$ cat src/rtl/nand_fb_pkg.sv
// Shared types and the NAND-feedback / NOT result function for nand_fb_pipe.
package nand_fb_pkg;

    localparam int unsigned LaneW = 4;

    typedef logic [LaneW-1:0] lane_t;

    typedef struct packed {
        logic  valid;
        lane_t data;
    } stage_t;

    // Bitwise rule, so it is applied bit by bit to lanes of any width.
    function automatic logic nand_fb(input logic acc, input logic din, input logic inv);
        return inv ? ~din : ~(acc & din);
    endfunction

endpackage

$ cat src/rtl/nand_fb_stage.sv
// One pipeline register {valid, data}; holds its contents while en_i is low.
module nand_fb_stage
    import nand_fb_pkg::*;
#(
    parameter int unsigned DW = 16
) (
    input  logic          clk_i,
    input  logic          rst_i,
    input  logic          en_i,
    input  logic          valid_i,
    input  logic [DW-1:0] data_i,
    output logic          valid_o,
    output logic [DW-1:0] data_o
);

    logic          valid_q;
    logic [DW-1:0] data_q;

    always_ff @(posedge clk_i or posedge rst_i) begin
        if (rst_i) begin
            valid_q <= 1'b0;
            data_q  <= '0;
        end else if (en_i) begin
            valid_q <= valid_i;
            data_q  <= data_i;
        end
    end

    assign valid_o = valid_q;
    assign data_o  = data_q;

endmodule

$ cat src/rtl/nand_fb_pipe.sv
// Multi-channel registered NAND-feedback accumulator feeding a DEPTH-stage
// valid/ready pipeline with a single global advance.
module nand_fb_pipe
    import nand_fb_pkg::*;
#(
    parameter int unsigned CHANNELS = 4,
    parameter int unsigned WIDTH    = 4,
    parameter int unsigned DEPTH    = 3,
    parameter int unsigned CNT_W    = 8
) (
    input  logic                               clk_i,
    input  logic                               rst_i,
    input  logic                               in_valid_i,
    output logic                               in_ready_o,
    input  logic [CHANNELS-1:0][WIDTH-1:0]     in_data_i,
    input  logic [CHANNELS-1:0]                in_inv_i,
    output logic                               out_valid_o,
    input  logic                               out_ready_i,
    output logic [CHANNELS-1:0][WIDTH-1:0]     out_data_o,
    output logic [CHANNELS-1:0][WIDTH-1:0]     acc_o,
    output logic [CNT_W-1:0]                   beat_cnt_o
);

    localparam int unsigned DW = CHANNELS * WIDTH;

    logic                              adv;
    logic                              accept;
    logic [CHANNELS-1:0][WIDTH-1:0]    result;
    logic [CHANNELS-1:0][WIDTH-1:0]    acc_q, acc_d;
    logic [CNT_W-1:0]                  beat_cnt_q, beat_cnt_d;

    logic [DEPTH:0]                    stg_valid;
    logic [DEPTH:0][DW-1:0]            stg_data;

    // The whole pipeline moves as one; a stall freezes every stage.
    assign adv        = ~out_valid_o | out_ready_i;
    assign in_ready_o = adv;
    assign accept     = in_valid_i & adv;

    always_comb begin
        result = '0;
        for (int c = 0; c < CHANNELS; c++) begin
            for (int b = 0; b < WIDTH; b++) begin
                result[c][b] = nand_fb(acc_q[c][b], in_data_i[c][b], in_inv_i[c]);
            end
        end
    end

    always_comb begin
        acc_d      = acc_q;
        beat_cnt_d = beat_cnt_q;
        if (accept) begin
            acc_d      = result;
            beat_cnt_d = beat_cnt_q + CNT_W'(1);
        end
    end

    always_ff @(posedge clk_i or posedge rst_i) begin
        if (rst_i) begin
            acc_q      <= '0;
            beat_cnt_q <= '0;
        end else begin
            acc_q      <= acc_d;
            beat_cnt_q <= beat_cnt_d;
        end
    end

    assign stg_valid[0] = accept;
    assign stg_data[0]  = result;

    for (genvar k = 0; k < DEPTH; k++) begin : g_stage
        nand_fb_stage #(
            .DW (DW)
        ) u_stage (
            .clk_i   (clk_i),
            .rst_i   (rst_i),
            .en_i    (adv),
            .valid_i (stg_valid[k]),
            .data_i  (stg_data[k]),
            .valid_o (stg_valid[k+1]),
            .data_o  (stg_data[k+1])
        );
    end

    assign out_valid_o = stg_valid[DEPTH];
    assign out_data_o  = stg_data[DEPTH];
    assign acc_o       = acc_q;
    assign beat_cnt_o  = beat_cnt_q;

endmodule

$ cat config.mk
export PLATFORM = sky130hd
export DESIGN_NAME = nand_fb_pipe
export DESIGN_NICKNAME = d
export VERILOG_FILES = /design/src/rtl/nand_fb_pkg.sv /design/src/rtl/nand_fb_stage.sv /design/src/rtl/nand_fb_pipe.sv
export SDC_FILE = /design/constraint.sdc
export NUM_CORES = 1
export LEC_CHECK = 0
export CORE_AREA = 2 2 103 75
export DETAILED_ROUTE_END_ITERATION = 10
export DIE_AREA = 0 0 105 77
export GPL_TIMING_DRIVEN = 0
export MAX_ROUTING_LAYER = met4
export PLACE_DENSITY = 0.75
export SLEW_MARGIN = 20
export SYNTH_ARGS = -nofsm -noshare
export SYNTH_HDL_FRONTEND = slang
export SYNTH_HIERARCHICAL = 1
export SYNTH_SLANG_ARGS = --single-unit
$ cat constraint.sdc
create_clock -name clk_i -period 1.2 [get_ports clk_i]
set_input_delay 0.12 -clock clk_i [delete_from_list [all_inputs] [get_ports clk_i]]
set_output_delay 0.12 -clock clk_i [all_outputs]
set_load 0.005 [all_outputs]
==> out/metrics.csv, run 1 <==
stage,metric,value,unit
status,outcome,"finished, violations left",
status,failing checks,negative setup slack,
clock_tree,CTS max path bufs,2,
timing,RSZ-0062 raised after global routing,true,
floorplanning,DIE WIDTH,105,µm
clock_tree,worst-skew pair later-pin latency,0.35,ns
timing,Final Hold Vio Count,0,
final_layout,P&R area growth vs syn,46.96,%
detailed_routing,initial DRC count,47,
setup_path,critical-path cell list,nand2b_4 -> buf_12 -> buf_8 -> clkbuf_16 -> mux2_4,
clock_tree,CTS Hold Bufs,0,
setup_path,CP startpoint kind,flip-flop,
detailed_routing,wire per inst,17.77,µm
place,Port Buffers,64,
floorplanning,Ports,66,
synthesis,"Seq/Total Area, Yosys",58.89,%
place,setup slack at placement,-0.4179,ns
floorplanning,Core Area,7092,µm²
detailed_routing,via/cell ratio,4.863,
min_path,Hold WC Path Type,primary input to flip-flop,
timing,hold_ws,0.07029,ns
final_layout,nets,331,
clock_tree,H-tree depth,3,
clock_tree,clock buffers created by TritonCTS,9,
setup_path,CP arrival,1.58,ns
timing,setup TNS,-7.441,ns
power,total leakage power,2.267,nW
setup_path,Top Family by Delay on Critical Path,buffers and inverters,
floorplanning,Row Count,26,
detailed_routing,Pre-antenna DRT Iters,4,
synthesis,Mapped Avg Cell Area,16.43,µm²
setup_path,crit path max-delay cell type,dfrtp_1,
detailed_routing,drt drc,0,
setup_path,kind of critical path,flip-flop to flip-flop,
clock_tree,"Reg clk slew, reported paths",0.07,ns
synthesis,Seq cells post-synth,75,
floorplanning,Starting Density,44.94,%
synthesis,Post-Syn Nets,219,
grt,vias in the first global route,2159,
setup_path,crit-path max FO,5,
clock_tree,CTS tree,yes,
place,HPWL after DPL,4248,µm
final_layout,ant diodes,0,
timing,# setup viols final,75,
synthesis,Yosys warning count,6,
synthesis,Synth Instances,194,
timing,Fin Clk Skew,0.007758,ns
flow_run,max_cap viols,0,
detailed_routing,Antenna Nets Post-Route,0,
floorplanning,Die ar.,8085,µm²
power,power density cells,2294,nW/µm²
detailed_routing,Via Count,1984,
detailed_routing,total wire length,7252,µm
timing,min setup slack post-route,-0.1463,ns
synthesis,synth unique cells,17,
setup_path,R2R Setup Slk,-0.15,ns
grt,global-route wire length before repair,11700,µm
timing,Max Transition Viols Final,0,
floorplanning,die height,77,µm
place,Routability Congestion,0.7461,
final_layout,Non-Filler Instances,408,
setup_path,crit path buf inv count,3,
timing,Slew HR,35.94,%
grt,antenna violations before repair,0,
timing,FMAX,742.8,MHz
power,Tot Pwr,0.01075,W
timing,Tmin final,1.346,ns
timing,Worst-Margin Slew,0.9550,ns
clock_tree,Sink Count,75,
setup_path,Setup crit end kind,flip-flop,
power,peak supply drop,0.001033,V
grt,total gr overflow,0,
setup_path,crit-path max cell delay,0.41,ns
synthesis,Post-Synthesis Cell Area,3187,µm²
timing,period utilization,112.2,%
setup_path,Crit path required time,1.43,ns
grt,largest net degree at the start of global routing,25,
grt,All-Layer GR Usage,19.84,%
final_layout,final-layout fill cell count,551,
place,dpl cells,356,
final_layout,share of cells above drive strength 1,43.87,%
clock_tree,clk root buf,clkbuf_8,
## synth_stat cells
master	instances	area (µm²)
dfrtp_1	75	1877
mux2_4	38	570.6
mux2_2	30	337.8
o21ai_0	16	80.08
xnor2_1	7	61.31
buf_6	5	56.30
inv_1	5	18.77
nand4_1	4	25.02
buf_12	3	60.06
and2_1	2	12.51
and4_1	2	17.52
nand3_1	2	10.01
and3_1	1	6.260
buf_8	1	15.01
ha_1	1	12.51
nand2_8	1	20.02
nand2b_1	1	6.260
## through the flow
step | utilization [%] | area [µm²]
2_1_floorplan | - | 3187
3_3_place_gp | 55.70 | 3950
3_5_place_dp | 55.70 | 3950
4_1_cts | 64.78 | 4594
5_1_grt | 66.04 | 4683
6_report | 66.04 | 4683
## metal layers
metal / GRT usage, % / up-vias / wire (µm) / part of all wire [%]
li1: - / 908 / - / -
met1: 27.57 / 1009 / 3657 / 50
met2: 27.73 / 56 / 3166 / 44
met3: 5.697 / 11 / 327 / 4.5
met4: 7.200 / 0 / 101 / 1.4
met5: - / - / 0 / 0
## flip-flops by register name, summed over array words and instances (netlist names)
register                 cells
acc_o                       16
beat_cnt_o                   8
g_stage.u_stage/data_o      48
g_stage.u_stage/valid_o      3
## worst register-to-register path: stages (launching register included)
cell	delay, ns
dfrtp_1	0.41
nand2b_4	0.09
buf_12	0.14
buf_8	0.14
clkbuf_16	0.15
mux2_4	0.30
## report_power, final
group	switching (W)	internal [W]
clock	0.000875	0.00106
combinational	0.00147	0.00317
sequential	0.000642	0.00353
total	0.00299	0.00776
## area by class of cell
type / instances / area [µm²] / area share, %
Buffer: 8 / 141.4 / 3.019
Clock buffer: 13 / 158.9 / 3.393
Clock inverter: 2 / 35.03 / 0.7481
Inverter: 5 / 18.77 / 0.4007
Multi-Input combinational cell: 105 / 1305 / 27.87
Sequential cell: 75 / 1878 / 40.10
Tap cell: 98 / 122.6 / 2.618
Timing Repair Buffer: 102 / 1023 / 21.85
## cells by family (layout without fill, tap and decap cells)
logic type / count (synthesis) / after routing / synth area share (%)
adder cells (fa/ha/maj): 1 / 1 / 0.3926
XOR/XNOR: 7 / 7 / 1.924
AND/OR/NAND/NOR: 13 / 13 / 3.063
buffers and inverters: 14 / 130 / 4.711
flip-flops: 75 / 75 / 58.89
multiplexers: 68 / 68 / 28.50
AO/OA/AOI/OAI: 16 / 16 / 2.513
## cell usage in the layout, fill, tap and decap left out, drive strengths merged, types with 2 or more instances in the layout
master / synthesis / layout
inv: 5 / 4
clkinv: 0 / 2
dfrtp: 75 / 75
xnor2: 7 / 7
and4: 2 / 2
mux2: 68 / 68
clkbuf: 0 / 15
and2: 2 / 2
clkdlybuf4s50: 0 / 22
clkdlybuf4s15: 0 / 2
nand3: 2 / 2
o21ai: 16 / 16
nand4: 4 / 4
buf: 9 / 46
dlygate4sd2: 0 / 38
## path summary, 6_finish.rpt
| check | startpoint | to | cells after the start |
|---|---|---|---|
| worst max-delay path | g_stage[2].u_stage/valid_o | g_stage[0].u_stage/data_o[13] | 5 |
| worst min-delay path | in_valid_i | beat_cnt_o[3] | 3 |
| worst max register to register | g_stage[2].u_stage/valid_o | g_stage[0].u_stage/data_o[13] | 5 |
| worst min register to register | g_stage[0].u_stage/data_o[5] | g_stage[1].u_stage/data_o[5] | 1 |
| max in group asynchronous | rst_i | g_stage[2].u_stage/data_o[11] | 2 |
| min in group asynchronous | rst_i | acc_o[3] | 2 |
## repair_timing
| action | CTS | global route |
|---|---|---|
| endpoints found under the setup margin | 102 | 77 |
| setup buffers | 33 | 1 |
| gates resized for setup | 90 | 17 |
| gates cloned | 3 | 1 |
| pin swaps | 1 | 5 |
Note: power is estimated with default switching activity, not from simulation.
==> run 2, diff against run 1 <==
Settings changed: CORE_AREA 2 2 103 75 to 2 2 98 72, DIE_AREA 0 0 105 77 to 0 0 100 74, PLACE_DENSITY 0.75 to 0.78.
Clock period 1.2 ns to 1.4 ns, I/O delays scaled along.
==> out/metrics.csv, run 2 (synthesis gave the netlist of run 1 again) <==
stage,metric,value,unit
grt,largest net degree at the start of global routing,25,
setup_path,worst setup path startpoint,g_stage[2].u_stage/valid_o,
place,setup slack at placement,-0.2272,ns
place,dpl cells,339,
status,outcome,"finished, violations left",
power,Int Pwr,0.006745,W
floorplanning,Starting Density,48.98,%
timing,Max Transition Viols Final,0,
detailed_routing,Pre-antenna DRT Iters,6,
power,Switching Share,26.98,%
setup_path,kind of critical path,flip-flop to flip-flop,
place,HPWL after DPL,4219,µm
status,failing checks,negative setup slack,
setup_path,Crit path required time,1.64,ns
timing,setup TNS,-0.02034,ns
grt,global-route wire length before repair,10310,µm
setup_path,R2R Path End,g_stage[0].u_stage/data_o[8],
final_layout,share of cells above drive strength 1,42.31,%
final_layout,nets,332,
clock_tree,"Reg clk slew, reported paths",0.08,ns
place,Routability Congestion,0.7199,
timing,# setup viols final,5,
place,Port Buffers,64,
flow_run,max_cap viols,0,
min_path,Hold WC Path Type,primary input to flip-flop,
detailed_routing,Via Count,2007,
clock_tree,Sink Count,75,
floorplanning,Ports,66,
clock_tree,clock buffers created by TritonCTS,9,
clock_tree,CTS Hold Bufs,0,
final_layout,most frequent cells in the layout,"dfrtp_1 (75), clkdlybuf4s50_1 (46), mux2_4 (39)",
setup_path,CP startpoint kind,flip-flop,
timing,Tmin final,1.408,ns
timing,hold_ws,0.08706,ns
final_layout,P&R area growth vs syn,44.56,%
detailed_routing,initial DRC count,44,
timing,min setup slack post-route,-0.007715,ns
timing,FMAX,710.4,MHz
setup_path,CP arrival,1.64,ns
detailed_routing,via/cell ratio,5.107,
detailed_routing,total wire length,6839,µm
clock_tree,clk root buf,clkbuf_8,
power,Flop pwr share,38.3,%
clock_tree,CTS tree,yes,
floorplanning,Core Area,6506,µm²
setup_path,Setup crit end kind,flip-flop,
setup_path,crit path capture,g_stage[0].u_stage/data_o[8],
clock_tree,worst-skew pair later-pin latency,0.35,ns
detailed_routing,Antenna Nets Post-Route,0,
setup_path,Worst Reg2Reg Path Length in Cells,6,
timing,Final Hold Vio Count,0,
final_layout,Non-Filler Instances,393,
power,power density cells,2005,nW/µm²
detailed_routing,wire per inst,17.40,µm
timing,Fin Clk Skew,0.01066,ns
clock_tree,H-tree depth,3,
min_path,min-delay src,in_valid_i,
final_layout,max reg flops,48,
final_layout,"leading cell type in the layout, fill and taps excluded",dfrtp_1,
floorplanning,DIE WIDTH,100,µm
timing,RSZ-0062 raised after global routing,true,
setup_path,crit-path max FO,5,
grt,All-Layer GR Usage,19.18,%
grt,antenna violations before repair,0,
setup_path,R2R Setup Slk,-0.008,ns
timing,Worst-Margin Slew,0.9238,ns
timing,period utilization,100.6,%
timing,Slew HR,38.35,%
floorplanning,die height,74,µm
clock_tree,CTS max path bufs,2,
grt,total gr overflow,0,
floorplanning,Die ar.,7400,µm²
setup_path,reg-to-reg startpoint,g_stage[2].u_stage/valid_o,
power,Tot Pwr,0.009237,W
final_layout,ant diodes,0,
floorplanning,Row Count,25,
detailed_routing,drt drc,0,
power,clock network power share,19.6,%
power,Sw Pwr,0.002492,W
grt,vias in the first global route,2085,
power,Comb pwr share,42.1,%
power,peak supply drop,0.001041,V
power,total leakage power,2.196,nW
## run 2: cell types whose count changed in the layout (fill, tap and decap cells not counted), moves of 6 or more
| cell | previous run | this run |
|---|---|---|
| buf_4 | 25 | 31 |
| dlymetal6s2s_1 | 0 | 13 |
| clkdlybuf4s50_1 | 22 | 46 |
| dlygate4sd2_1 | 38 | 4 |
| mux2_2 | 0 | 29 |
| mux2_4 | 68 | 39 |
## run 2: stage by stage
| step | instance area, µm² | utilization (%) |
|---|---|---|
| finish | 4607 | 70.81 |
| floorplan | 3187 | - |
| global placement | 3929 | 60.38 |
| global route | 4607 | 70.81 |
| CTS | 4224 | 64.92 |
| detailed placement | 3929 | 60.38 |
## run 2: worst min-delay path by stage
stage | to | slack, ns | depth (start not counted)
after global routing | beat_cnt_o[3] | 0.08 | 3
after floorplan | g_stage[0].u_stage/data_o[0] | 0.07 | 1
after global placement | beat_cnt_o[7] | 0.45 | 3
after detailed placement | beat_cnt_o[3] | 0.45 | 3
after CTS | beat_cnt_o[3] | 0.07 | 3
final | beat_cnt_o[3] | 0.09 | 3
## run 2: worst max-delay path, stage by stage, from the launching register on
cell and delay [ns]:
dfrtp_1 0.39, nand2b_1 0.09, buf_6 0.12, buf_12 0.13
buf_12 0.13, clkbuf_16 0.14, mux2_4 0.30
## run 2: per-layer routing
layer / wire length (µm) / vias up / GRT usage (%)
li1: - / 911 / -
met1: 3053 / 1037 / 23.37
met3: 353 / 7 / 6.861
met2: 3361 / 52 / 30.48
met5: 0 / - / -
met4: 70 / 0 / 5.936
## run 2: final cells by class
class,count,area (µm²)
Multi-Input combinational cell,105,1164
Tap cell,81,101.3
Buffer,8,137.6
Timing Repair Buffer,103,1091
Clock buffer,10,127.6
Clock inverter,6,90.09
Fill cell,435,1899
Sequential cell,75,1877
Inverter,5,18.77
## run 2: timing repair
| action | 4_1_cts | 5_1_grt |
|---|---|---|
| gates cloned | 0 | 6 |
| resized for setup | 12 | 18 |
| hold endpoints to repair | 0 | 0 |
| endpoints found under the setup margin | 37 | 69 |
| pin swaps | 1 | 1 |
| setup buffers | 10 | 23 |
## run 2: power by group through the flow
stage               Sequential, W  Clock, W  Combinational [W]
detailed placement        0.00364         0            0.00307
CTS                       0.00355   0.00186            0.00332
floorplan                 0.00353         0            0.00175
global route              0.00364   0.00195            0.00417
global placement          0.00362         0            0.00300
finish                    0.00353   0.00181            0.00389
